===== config.mk =====
export PLATFORM = sky130hd
export DESIGN_NAME = pwm_capture
export DESIGN_NICKNAME = d
export VERILOG_FILES = /design/src/rtl/pwm_pkg.sv /design/src/rtl/pwm_div.sv /design/src/rtl/pwm_capture.sv
export SDC_FILE = /design/constraint.sdc
export NUM_CORES = 1
export LEC_CHECK = 0
export CORE_ASPECT_RATIO = 2
export CORE_MARGIN = 5
export CORE_UTILIZATION = 63
export DETAILED_ROUTE_END_ITERATION = 10
export GPL_TIMING_DRIVEN = 1
export PLACE_DENSITY = 0.81
export SLEW_MARGIN = 20
export SYNTH_ARGS = -nofsm -noshare
export SYNTH_HDL_FRONTEND = slang
export SYNTH_SLANG_ARGS = --single-unit

===== constraint.sdc =====
create_clock -name clk_i -period 6.85 [get_ports clk_i]
set_input_delay 1.37 -clock clk_i [delete_from_list [all_inputs] [get_ports clk_i]]
set_output_delay 1.37 -clock clk_i [all_outputs]
set_load 0.005 [all_outputs]

===== src/rtl/pwm_pkg.sv =====
// Shared PWM definitions: duty encoding common to the generator and the capture block,
// plus the capture FSM state type.
package pwm_pkg;
    localparam int DUTY_W   = 7;
    localparam int DUTY_MAX = 100;

    typedef logic [DUTY_W-1:0] duty_t;

    typedef enum logic [1:0] {
        IDLE = 2'd0,
        MEAS = 2'd1,
        DIV  = 2'd2
    } cap_state_e;
endpackage


===== src/rtl/pwm_div.sv =====
// Restoring divider for duty = (hi*100 + per/2) / per (round half up), clamped to DUTY_MAX.
// done_o pulses exactly CNT_W+7 cycles after the cycle in which start_i is accepted.
module pwm_div
    import pwm_pkg::*;
#(
    parameter int CNT_W = 20
) (
    input  logic             clk_i,
    input  logic             rstn_i,
    input  logic             start_i,
    input  logic             abort_i,
    input  logic [CNT_W-1:0] hi_i,
    input  logic [CNT_W-1:0] per_i,
    output logic             busy_o,
    output logic             done_o,
    output duty_t            duty_o
);
    localparam int NUM_W  = CNT_W + DUTY_W;
    localparam int ITER_W = $clog2(NUM_W);

    // Handshake: start_i is accepted only while busy_o is low; each accepted start yields one
    // done_o pulse with duty_o valid in that cycle, unless abort_i cancels the division first.

    logic [NUM_W-1:0]  num_full;
    logic [NUM_W-1:0]  num_q;
    logic [NUM_W-1:0]  quo_q;
    logic [CNT_W-1:0]  rem_q;
    logic [CNT_W-1:0]  div_q;
    logic [ITER_W-1:0] iter_q;
    logic [CNT_W:0]    first_step;
    logic [CNT_W:0]    next_step;
    logic              busy_q;
    logic              done_q;

    // One shift-subtract step: returns {quotient bit, new remainder}.
    function automatic logic [CNT_W:0] div_step(input logic [CNT_W-1:0] rem,
                                                input logic             b,
                                                input logic [CNT_W-1:0] d);
        logic [CNT_W:0] sh;
        logic [CNT_W:0] diff;
        sh   = {rem, b};
        diff = sh - {1'b0, d};
        if (sh >= {1'b0, d}) begin
            div_step = {1'b1, diff[CNT_W-1:0]};
        end else begin
            div_step = {1'b0, sh[CNT_W-1:0]};
        end
    endfunction

    assign num_full   = NUM_W'(hi_i) * NUM_W'(DUTY_MAX) + NUM_W'(per_i >> 1);
    // The first quotient bit is resolved in the start cycle to meet the fixed latency.
    assign first_step = div_step(CNT_W'(0), num_full[NUM_W-1], per_i);
    assign next_step  = div_step(rem_q, num_q[NUM_W-1], div_q);

    always_ff @(posedge clk_i or negedge rstn_i) begin
        if (!rstn_i) begin
            num_q  <= '0;
            quo_q  <= '0;
            rem_q  <= '0;
            div_q  <= '0;
            iter_q <= '0;
            busy_q <= 1'b0;
            done_q <= 1'b0;
        end else begin
            done_q <= 1'b0;
            if (abort_i) begin
                busy_q <= 1'b0;
            end else if (start_i && !busy_q) begin
                num_q  <= num_full << 1;
                rem_q  <= first_step[CNT_W-1:0];
                quo_q  <= NUM_W'(first_step[CNT_W]);
                div_q  <= per_i;
                iter_q <= ITER_W'(NUM_W - 1);
                busy_q <= 1'b1;
            end else if (busy_q) begin
                num_q  <= num_q << 1;
                rem_q  <= next_step[CNT_W-1:0];
                quo_q  <= {quo_q[NUM_W-2:0], next_step[CNT_W]};
                iter_q <= iter_q - ITER_W'(1);
                if (iter_q == ITER_W'(1)) begin
                    busy_q <= 1'b0;
                    done_q <= 1'b1;
                end
            end
        end
    end

    assign busy_o = busy_q;
    assign done_o = done_q;

    always_comb begin
        duty_o = quo_q[DUTY_W-1:0];
        if (quo_q > NUM_W'(DUTY_MAX)) begin
            duty_o = duty_t'(DUTY_MAX);
        end
    end
endmodule


===== src/rtl/pwm_capture.sv =====
// Measures period and round-half-up duty cycle of an asynchronous PWM input; a constant level
// is reported as 0/100 every PERIOD_MAX cycles. Build option PWM_CAP_GLITCH_FILTER_EN adds a filter.
module pwm_capture
    import pwm_pkg::*;
#(
    parameter int  PERIOD_MAX  = 1_000_000,
    parameter int  SYNC_STAGES = 2,
    parameter int  FILT_LEN    = 3,
    localparam int CNT_W       = $clog2(PERIOD_MAX + 1)
) (
    input  logic             clk_i,
    input  logic             rstn_i,
    input  logic             pwm_i,
    output duty_t            dutycycle_o,
    output logic [CNT_W-1:0] period_o,
    output logic             valid_o,
    output logic             overrun_o,
    output cap_state_e       state_o
);
    localparam logic [CNT_W-1:0] CNT_MAX = CNT_W'(PERIOD_MAX);

    logic [SYNC_STAGES-1:0] sync_q;
    logic                   s_sync;
    logic                   s_pwm;
    logic                   s_pwm_d;
    logic                   rise;
    logic                   timeout;
    logic [CNT_W-1:0]       per_cnt;
    logic [CNT_W-1:0]       hi_cnt;
    logic [CNT_W-1:0]       per_q;
    cap_state_e             state_q;
    logic                   div_start;
    logic                   div_busy;
    logic                   div_done;
    duty_t                  div_duty;

    always_ff @(posedge clk_i or negedge rstn_i) begin
        if (!rstn_i) begin
            sync_q <= '0;
        end else begin
            sync_q <= {sync_q[SYNC_STAGES-2:0], pwm_i};
        end
    end

    assign s_sync = sync_q[SYNC_STAGES-1];

`ifdef PWM_CAP_GLITCH_FILTER_EN
    localparam int FILT_W = $clog2(FILT_LEN + 1);

    logic [FILT_W-1:0] filt_cnt;
    logic              filt_q;

    // Follow s_sync only after it has differed from the filtered level for FILT_LEN cycles in a row.
    always_ff @(posedge clk_i or negedge rstn_i) begin
        if (!rstn_i) begin
            filt_q   <= 1'b0;
            filt_cnt <= '0;
        end else if (s_sync == filt_q) begin
            filt_cnt <= '0;
        end else if (filt_cnt == FILT_W'(FILT_LEN - 1)) begin
            filt_q   <= s_sync;
            filt_cnt <= '0;
        end else begin
            filt_cnt <= filt_cnt + FILT_W'(1);
        end
    end

    assign s_pwm = filt_q;
`else
    logic unused_filt_len;
    assign unused_filt_len = (FILT_LEN > 0);
    assign s_pwm           = s_sync;
`endif

    assign rise    = s_pwm & ~s_pwm_d;
    assign timeout = (per_cnt >= CNT_MAX) && !rise;

    always_ff @(posedge clk_i or negedge rstn_i) begin
        if (!rstn_i) begin
            s_pwm_d <= 1'b0;
            per_cnt <= '0;
            hi_cnt  <= '0;
        end else begin
            s_pwm_d <= s_pwm;
            if (rise) begin
                per_cnt <= CNT_W'(1);
                hi_cnt  <= CNT_W'(1);
            end else if (timeout) begin
                // The timeout cycle opens the next window, so timeouts repeat every PERIOD_MAX.
                per_cnt <= CNT_W'(1);
                hi_cnt  <= '0;
            end else begin
                if (per_cnt != CNT_MAX) per_cnt <= per_cnt + CNT_W'(1);
                if (s_pwm && (hi_cnt != CNT_MAX)) hi_cnt <= hi_cnt + CNT_W'(1);
            end
        end
    end

    // An edge coinciding with divider done starts the next division instead of being dropped.
    assign div_start = rise && !div_busy &&
                       ((state_q == MEAS) || ((state_q == DIV) && div_done));

    pwm_div #(
        .CNT_W (CNT_W)
    ) u_div (
        .clk_i   (clk_i),
        .rstn_i  (rstn_i),
        .start_i (div_start),
        .abort_i (timeout),
        .hi_i    (hi_cnt),
        .per_i   (per_cnt),
        .busy_o  (div_busy),
        .done_o  (div_done),
        .duty_o  (div_duty)
    );

    always_ff @(posedge clk_i or negedge rstn_i) begin
        if (!rstn_i) begin
            state_q     <= IDLE;
            dutycycle_o <= '0;
            period_o    <= '0;
            valid_o     <= 1'b0;
            overrun_o   <= 1'b0;
            per_q       <= '0;
        end else begin
            valid_o   <= 1'b0;
            overrun_o <= 1'b0;
            if (div_start) per_q <= per_cnt;
            if (timeout) begin
                dutycycle_o <= s_pwm ? duty_t'(DUTY_MAX) : '0;
                period_o    <= '0;
                valid_o     <= 1'b1;
                state_q     <= IDLE;
            end else begin
                case (state_q)
                    IDLE: if (rise) state_q <= MEAS;
                    MEAS: if (div_start) state_q <= DIV;
                    DIV: begin
                        if (div_done) begin
                            dutycycle_o <= div_duty;
                            period_o    <= per_q;
                            valid_o     <= 1'b1;
                            if (!div_start) state_q <= MEAS;
                        end else if (rise) begin
                            overrun_o <= 1'b1;
                        end
                    end
                    default: state_q <= IDLE;
                endcase
            end
        end
    end

    assign state_o = state_q;
endmodule


==> results of run 1 <==
cells in the final DEF (no fill, tap or decap), types with 9 or more instances in the layout:
cell type,synthesis,routed
nor2b_1,12,12
o21ai_0,102,101
nand2_1,239,239
nor2_1,115,112
a21o_1,11,11
o21a_1,12,12
buf_4,0,13
xor2_1,34,34
o22ai_1,9,9
nand4_1,12,12
inv_1,121,121
mux2i_1,10,10
nor3_1,24,24
nand2b_1,9,9
dfrtp_1,194,194
xnor2_1,52,51
and3_1,17,17
clkdlybuf4s50_1,0,32
nand3_1,28,28
a31oi_1,9,9
ha_1,118,118
a21oi_1,97,97
a211oi_1,9,9
fa_1,17,17
clkbuf_16,0,17
metal layers:
layer | track usage | part of all wire | vias up | wire, microns
met5 | 0 | 0 | - | 0
met4 | 0.180 | 0.066 | 0 | 1970
met3 | 0.0369 | 0.034 | 126 | 1000
met2 | 0.510 | 0.55 | 273 | 16400
met1 | 0.283 | 0.35 | 4932 | 10400
li1 | - | - | 4813 | -
power by group:
group | switching, mW | internal, mW | total (mW)
combinational | 0.993 | 0.706 | 1.70
sequential | 0.238 | 1.43 | 1.67
clock | 0.463 | 0.545 | 1.01
layout make-up:
type / instances / area (sq um)
repair buffers: 46 / 433
clock buffers: 19 / 433
well taps: 259 / 324
inverters: 121 / 454
fillers: 1496 / 5820
flip-flops and latches: 194 / 4850
multi-input cells: 1045 / 6900
clock inverters: 12 / 148
critical path: cells and delay by family, from the launching register on:
family                     cells  cell delay, ps
DFF                            1             450
buffers and inverters          4             230
adders and majority gates      7            2180
xor gates and xnor gates       2             280
and+or+nand+nor                7            1220
AOI/OAI and AO/OA             12            1990
flip-flops by register name (all words and copies together), names as in the netlist:
signal	cells
period_o	20
hi_cnt	20
u_div.iter_q	5
per_cnt	20
u_div.busy_o	1
state_o	2
u_div.div_q	20
u_div.quo_q	27
per_q	20
valid_o	1
dutycycle_o	7
s_pwm_d	1
overrun_o	1
u_div.done_o	1
u_div.rem_q	20
u_div.num_q	26
sync_q	2
final timing paths:
check / from / to / cells after the start
max: hi_cnt[4] / u_div.rem_q[12] / 32
min: sync_q[0] / sync_q[1] / 0
max reg2reg: hi_cnt[4] / u_div.rem_q[12] / 32
min reg2reg: sync_q[0] / sync_q[1] / 0
max in group asynchronous: rstn_i / u_div.num_q[16] / 2
min in group asynchronous: rstn_i / period_o[6] / 1
cell families (layout without fill, tap and decap cells):
kind of cell,Yosys count,after routing,synth area share
simple gates,499,499,0.179
fa+ha+maj,135,135,0.147
xor+xnor,90,90,0.0661
mux,10,10,0.00809
flops,194,194,0.392
compound gates,311,311,0.153
buf+inv,167,198,0.0544
per-stage QoR:
stage / std cells / worst slack (ps) / hold WS (ps) / power [mW]
after global routing: 1696 / 3.65 / 366 / 4.69
final: 1696 / 426 / 358 / 4.37
after CTS: 1696 / 140 / 362 / 4.37
after global placement: 1665 / 383 / 344 / 3.27
after detailed placement: 1665 / 176 / 346 / 3.33
after floorplan: 1406 / 893 / 331 / 2.90
==> results_dict.tcl, run 1 <==
set metrics [dict create \
    postSynthAreaPerCell_sq_um 8.80 \
    diodes 0 \
    yosysWarnings 0 \
    worst-endpoint-required_ps 7220 \
    max_cap_violations 0 \
    dr.first_iter.drc_count 635 \
    core.rowCount 72 \
    grt_pass1_vias 10500 \
    yosys_register_bits 194 \
    fin_setup_tns_ps 0 \
    yosysTopAreaCellShare 0.392 \
    grt_first_pass_wirelength_mm 49.6 \
    post_cts_hold_buffer_count 0 \
    post_drt_via_cell_ratio 5.98 \
    yosys.cell_types.count 76 \
    power-per-cell-area_nw_per_um2 323 \
    finalWeightedCongestion 0.927 \
    ys_top_cells_by_count "nand2_1, dfrtp_1, inv_1, ha_1, nor2_1" \
    timing.final.setup_violations 0 \
    leakagePower_nw 6.61 \
    postSynthCellCount 1406 \
    die_area_sq_um 22700 \
    slew_violations 0 \
    critical-path-max-stage-delay_ps 490 \
    utilization 0.699 \
    fp.coreArea_sq_um 19400 \
    ys_dominant_reg_cell "dfrtp_1" \
    vdd_ir_drop_max_mv 0.219 \
    worstSkewPairLatency_ps 450 \
    pin_count 34 \
    path_class "flip-flop to flip-flop" \
    drt-total-wl_mm 29.7 \
    vias 10100 \
    cts-buffers-inserted 17 \
    grt_overflow_total 0 \
    final_area_sq_um 13500 \
    period_utilisation_layout 0.938 \
    outcome "complete, no violations" \
    synth.yosys.seq_area_share 0.392 \
    die_x_microns 109 \
    dp_hpwl_mm 21.9 \
    drcViolationCount 0 \
    worst-path-max-fanout 6 \
    worst-r2r-setup-slack_ps 430 \
    grt_use_total 0.278 \
    final.min_clock_period_ps 6420 \
    design.final.nets 1563 \
    cts_buffer_depth 2 \
    flow.area_growth_from_synthesis_pct 9.45 \
    tritoncts "yes" \
    timing.critical_path.arrival_ps 6790 \
    timing.critical_path.to_type "flip-flop" \
    timing.max_slew.rel_slack 0.336 \
    setup.worst_path.start_class "flip-flop" \
    drive_gt1_frac 0.0480 \
    drt_first_pass_iters 7 \
    clock-root-buffer "clkbuf_16" \
    cts_repair_resize_count 0 \
    yosys.area.top_type "dfrtp_1" \
    main_area_contributors_after_synthesis "dfrtp_1, ha_1, nand2_1" \
    maximum_number_of_pins_on_one_net_before_global_route_repair 131 \
    max_freq_ghz 0.156 \
    antenna_left 0 \
    cts.sink_count 194 \
    synth_edf_count 0 \
    place.port_buffers 33 \
    grt_setup_unrepaired "no" \
    synthesis.area_sq_um 12400 \
    avgRoutedWirePerCell_microns 17.5 \
    placedInstanceArea_sq_um 12900 \
    worstHoldPathType "flip-flop to flip-flop" \
    crit_path_top_delay_cell "fa_1" \
    effective_utilization_at_floorplan 0.639 \
    post_cts.repair.setup_buffers 0 \
    antenna_found_initial 0 \
    actual_transition_at_the_worst_max_transition_pin_ps 993 \
    synth_nets 1544 \
    synth-async-reset-ratio 1.00 \
    clk_pin_slew_worst_paths_ps 70 \
    yosys.cell_count.top_type "nand2_1" \
    critPathMostFrequentCell "ha_1" \
    chipHeight_microns 208 \
    worst_clock_skew_ps 10.4 \
    htree_num_levels 4 \
    finalHoldViolations 0 \
]
(Power assumes the default switching activity.)
==> run 2: changes to the inputs <==
--- a/config.mk
+++ b/config.mk
@@ -10,7 +10,7 @@
 export CORE_UTILIZATION = 63
 export DETAILED_ROUTE_END_ITERATION = 10
 export GPL_TIMING_DRIVEN = 1
-export PLACE_DENSITY = 0.81
+export PLACE_DENSITY_LB_ADDON = 0.08
 export SLEW_MARGIN = 20
 export SYNTH_ARGS = -nofsm -noshare
 export SYNTH_HDL_FRONTEND = slang
==> run 2 against run 1 <==
  * Sequential power barely moved
  * Clock power shrank 4%
  * Total power decreased by 0.98%
  * Largest power group unchanged
  * Design area rose by 0.23%
  * First-iteration DRC count down 16%
  * Sequential cell count stayed put
==> results_dict.tcl, run 2 (synthesis gave the netlist of run 1 again) <==
set metrics [dict create \
    dp_hpwl_mm 22.5 \
    drt-total-wl_mm 30.0 \
    max_flop_register "u_div.quo_q" \
    leakagePower_nw 6.63 \
    htree_num_levels 4 \
    design.final.nets 1567 \
    drcViolationCount 0 \
    grt_overflow_total 0 \
    dr.first_iter.drc_count 531 \
    tritoncts "yes" \
    flow.area_growth_from_synthesis_pct 9.70 \
    globalRouteMet2Util 0.532 \
    final_area_sq_um 13600 \
    met3_usage 0.0403 \
    timing.max_slew.rel_slack 0.314 \
    place.port_buffers 33 \
    cts-buffers-inserted 17 \
    timing.critical_path.to_type "flip-flop" \
    clock-root-buffer "clkbuf_16" \
    cts_buffer_depth 2 \
    max_freq_ghz 0.156 \
    antenna_left 0 \
    cts.sink_count 194 \
    setup.worst_path.start_class "flip-flop" \
    grt_pass1_vias 10300 \
    vias 10000 \
    diodes 0 \
    busiest_layer "met2" \
    finalHoldViolations 0 \
    actual_transition_at_the_worst_max_transition_pin_ps 1030 \
    utilization 0.701 \
    final.min_clock_period_ps 6400 \
    power-per-cell-area_nw_per_um2 319 \
    vdd_ir_drop_max_mv 0.187 \
    worstHoldPathType "flip-flop to flip-flop" \
    critPathMostFrequentCell "ha_1" \
    fp.coreArea_sq_um 19400 \
    effective_utilization_at_floorplan 0.639 \
    chipHeight_microns 208 \
    largest_reg_flops 27 \
    antenna_found_initial 0 \
    fin_setup_tns_ps 0 \
    timing.critical_path.arrival_ps 6740 \
    critical-path-max-stage-delay_ps 510 \
    maximum_number_of_pins_on_one_net_before_global_route_repair 79 \
    mostFrequentLayoutCell "nand2_1" \
    pin_count 34 \
    grt_use_total 0.281 \
    avgRoutedWirePerCell_microns 17.6 \
    die_area_sq_um 22700 \
    drt_first_pass_iters 5 \
    timing.final.setup_violations 0 \
    largestRegisters "u_div.quo_q: 27 flops, u_div.num_q: 26 flops" \
    drive_gt1_frac 0.0548 \
    final_cell_mix "nand2_1, dfrtp_1, inv_1, ha_1, nor2_1" \
    post_cts_hold_buffer_count 0 \
    period_utilisation_layout 0.934 \
    grt_use_met1 0.281 \
    max_cap_violations 0 \
    power_mw 4.33 \
    slew_violations 0 \
    worst_clock_skew_ps 10.1 \
    finalWeightedCongestion 0.939 \
    clk_pin_slew_worst_paths_ps 70 \
    worst-path-max-fanout 6 \
    post_drt_via_cell_ratio 5.88 \
    crit_path_top_delay_cell "fa_1" \
    holdWs_ps 366 \
    grt_first_pass_wirelength_mm 50.0 \
    core.rowCount 72 \
    path_class "flip-flop to flip-flop" \
    grt_setup_unrepaired "no" \
    outcome "complete, no violations" \
    worst-endpoint-required_ps 7190 \
    placedInstanceArea_sq_um 12900 \
    die_x_microns 109 \
    worstSkewPairLatency_ps 450 \
]
run 2: final cells by class:
type                    count  area (sq um)
multi-input cells        1045          6910
fillers                  1596          5790
flip-flops and latches    194          4850
repair buffers             50           462
inverters                 121           454
clock buffers              19           453
well taps                 259           324
clock inverters            13           120
run 2: path summary, 6_finish.rpt:
path / from / endpoint / slack (ps) / cells past startpoint
worst max-delay path: hi_cnt[6] / u_div.rem_q[11] / 450 / 31
worst min-delay path: sync_q[0] / sync_q[1] / 370 / 0
worst max register to register: hi_cnt[6] / u_div.rem_q[11] / 450 / 31
worst min register to register: sync_q[0] / sync_q[1] / 370 / 0
max in group asynchronous: rstn_i / sync_q[1] / 4650 / 2
min in group asynchronous: rstn_i / u_div.rem_q[5] / 920 / 1
run 2: power by group:
group	switching (mW)	leakage [nW]	internal (mW)
Combinational	0.984	3.84	0.711
Sequential	0.235	2.51	1.43
Clock	0.475	0.274	0.498
Total	1.69	6.63	2.64
run 2: through the flow:
step / instances / worst slack (ps)
detailed placement: 1667 / 143
CTS: 1699 / 118
global route: 1701 / 10.8
finish: 1701 / 453
floorplan: 1406 / 893
global placement: 1667 / 343
run 2: per-layer routing:
metal	vias to the layer above	routed length [microns]	share of wire
li1	4830	-	-
met1	4847	10400	0.35
met2	229	16800	0.56
met3	96	975	0.033
met4	0	1730	0.058
met5	-	0	0
run 2: repair_timing:
action,4_1_cts,5_1_grt
gates resized for setup,0,12
endpoints found under the setup margin,0,21
buffers inserted,0,2
hold endpoints to repair,0,0
run 2: worst max-delay path: cells and delay by family, from the launching register on:
| kind | cells | cell delay (ps) |
|---|---|---|
| adder cells (fa/ha/maj) | 7 | 2170 |
| AO/OA/AOI/OAI | 11 | 2080 |
| XOR/XNOR | 2 | 360 |
| buffers and inverters | 5 | 370 |
| AND/OR/NAND/NOR | 6 | 850 |
| flip-flops | 1 | 460 |
==> run 3: changes to the inputs <==
--- a/config.mk
+++ b/config.mk
@@ -11,6 +11,7 @@
 export DETAILED_ROUTE_END_ITERATION = 10
 export GPL_TIMING_DRIVEN = 1
 export PLACE_DENSITY_LB_ADDON = 0.08
+export SKIP_LAST_GASP = 1
 export SLEW_MARGIN = 20
 export SYNTH_ARGS = -nofsm -noshare
 export SYNTH_HDL_FRONTEND = slang
==> results of run 3 <==
The final DEF is identical to that of run 2; final timing and power are the same.
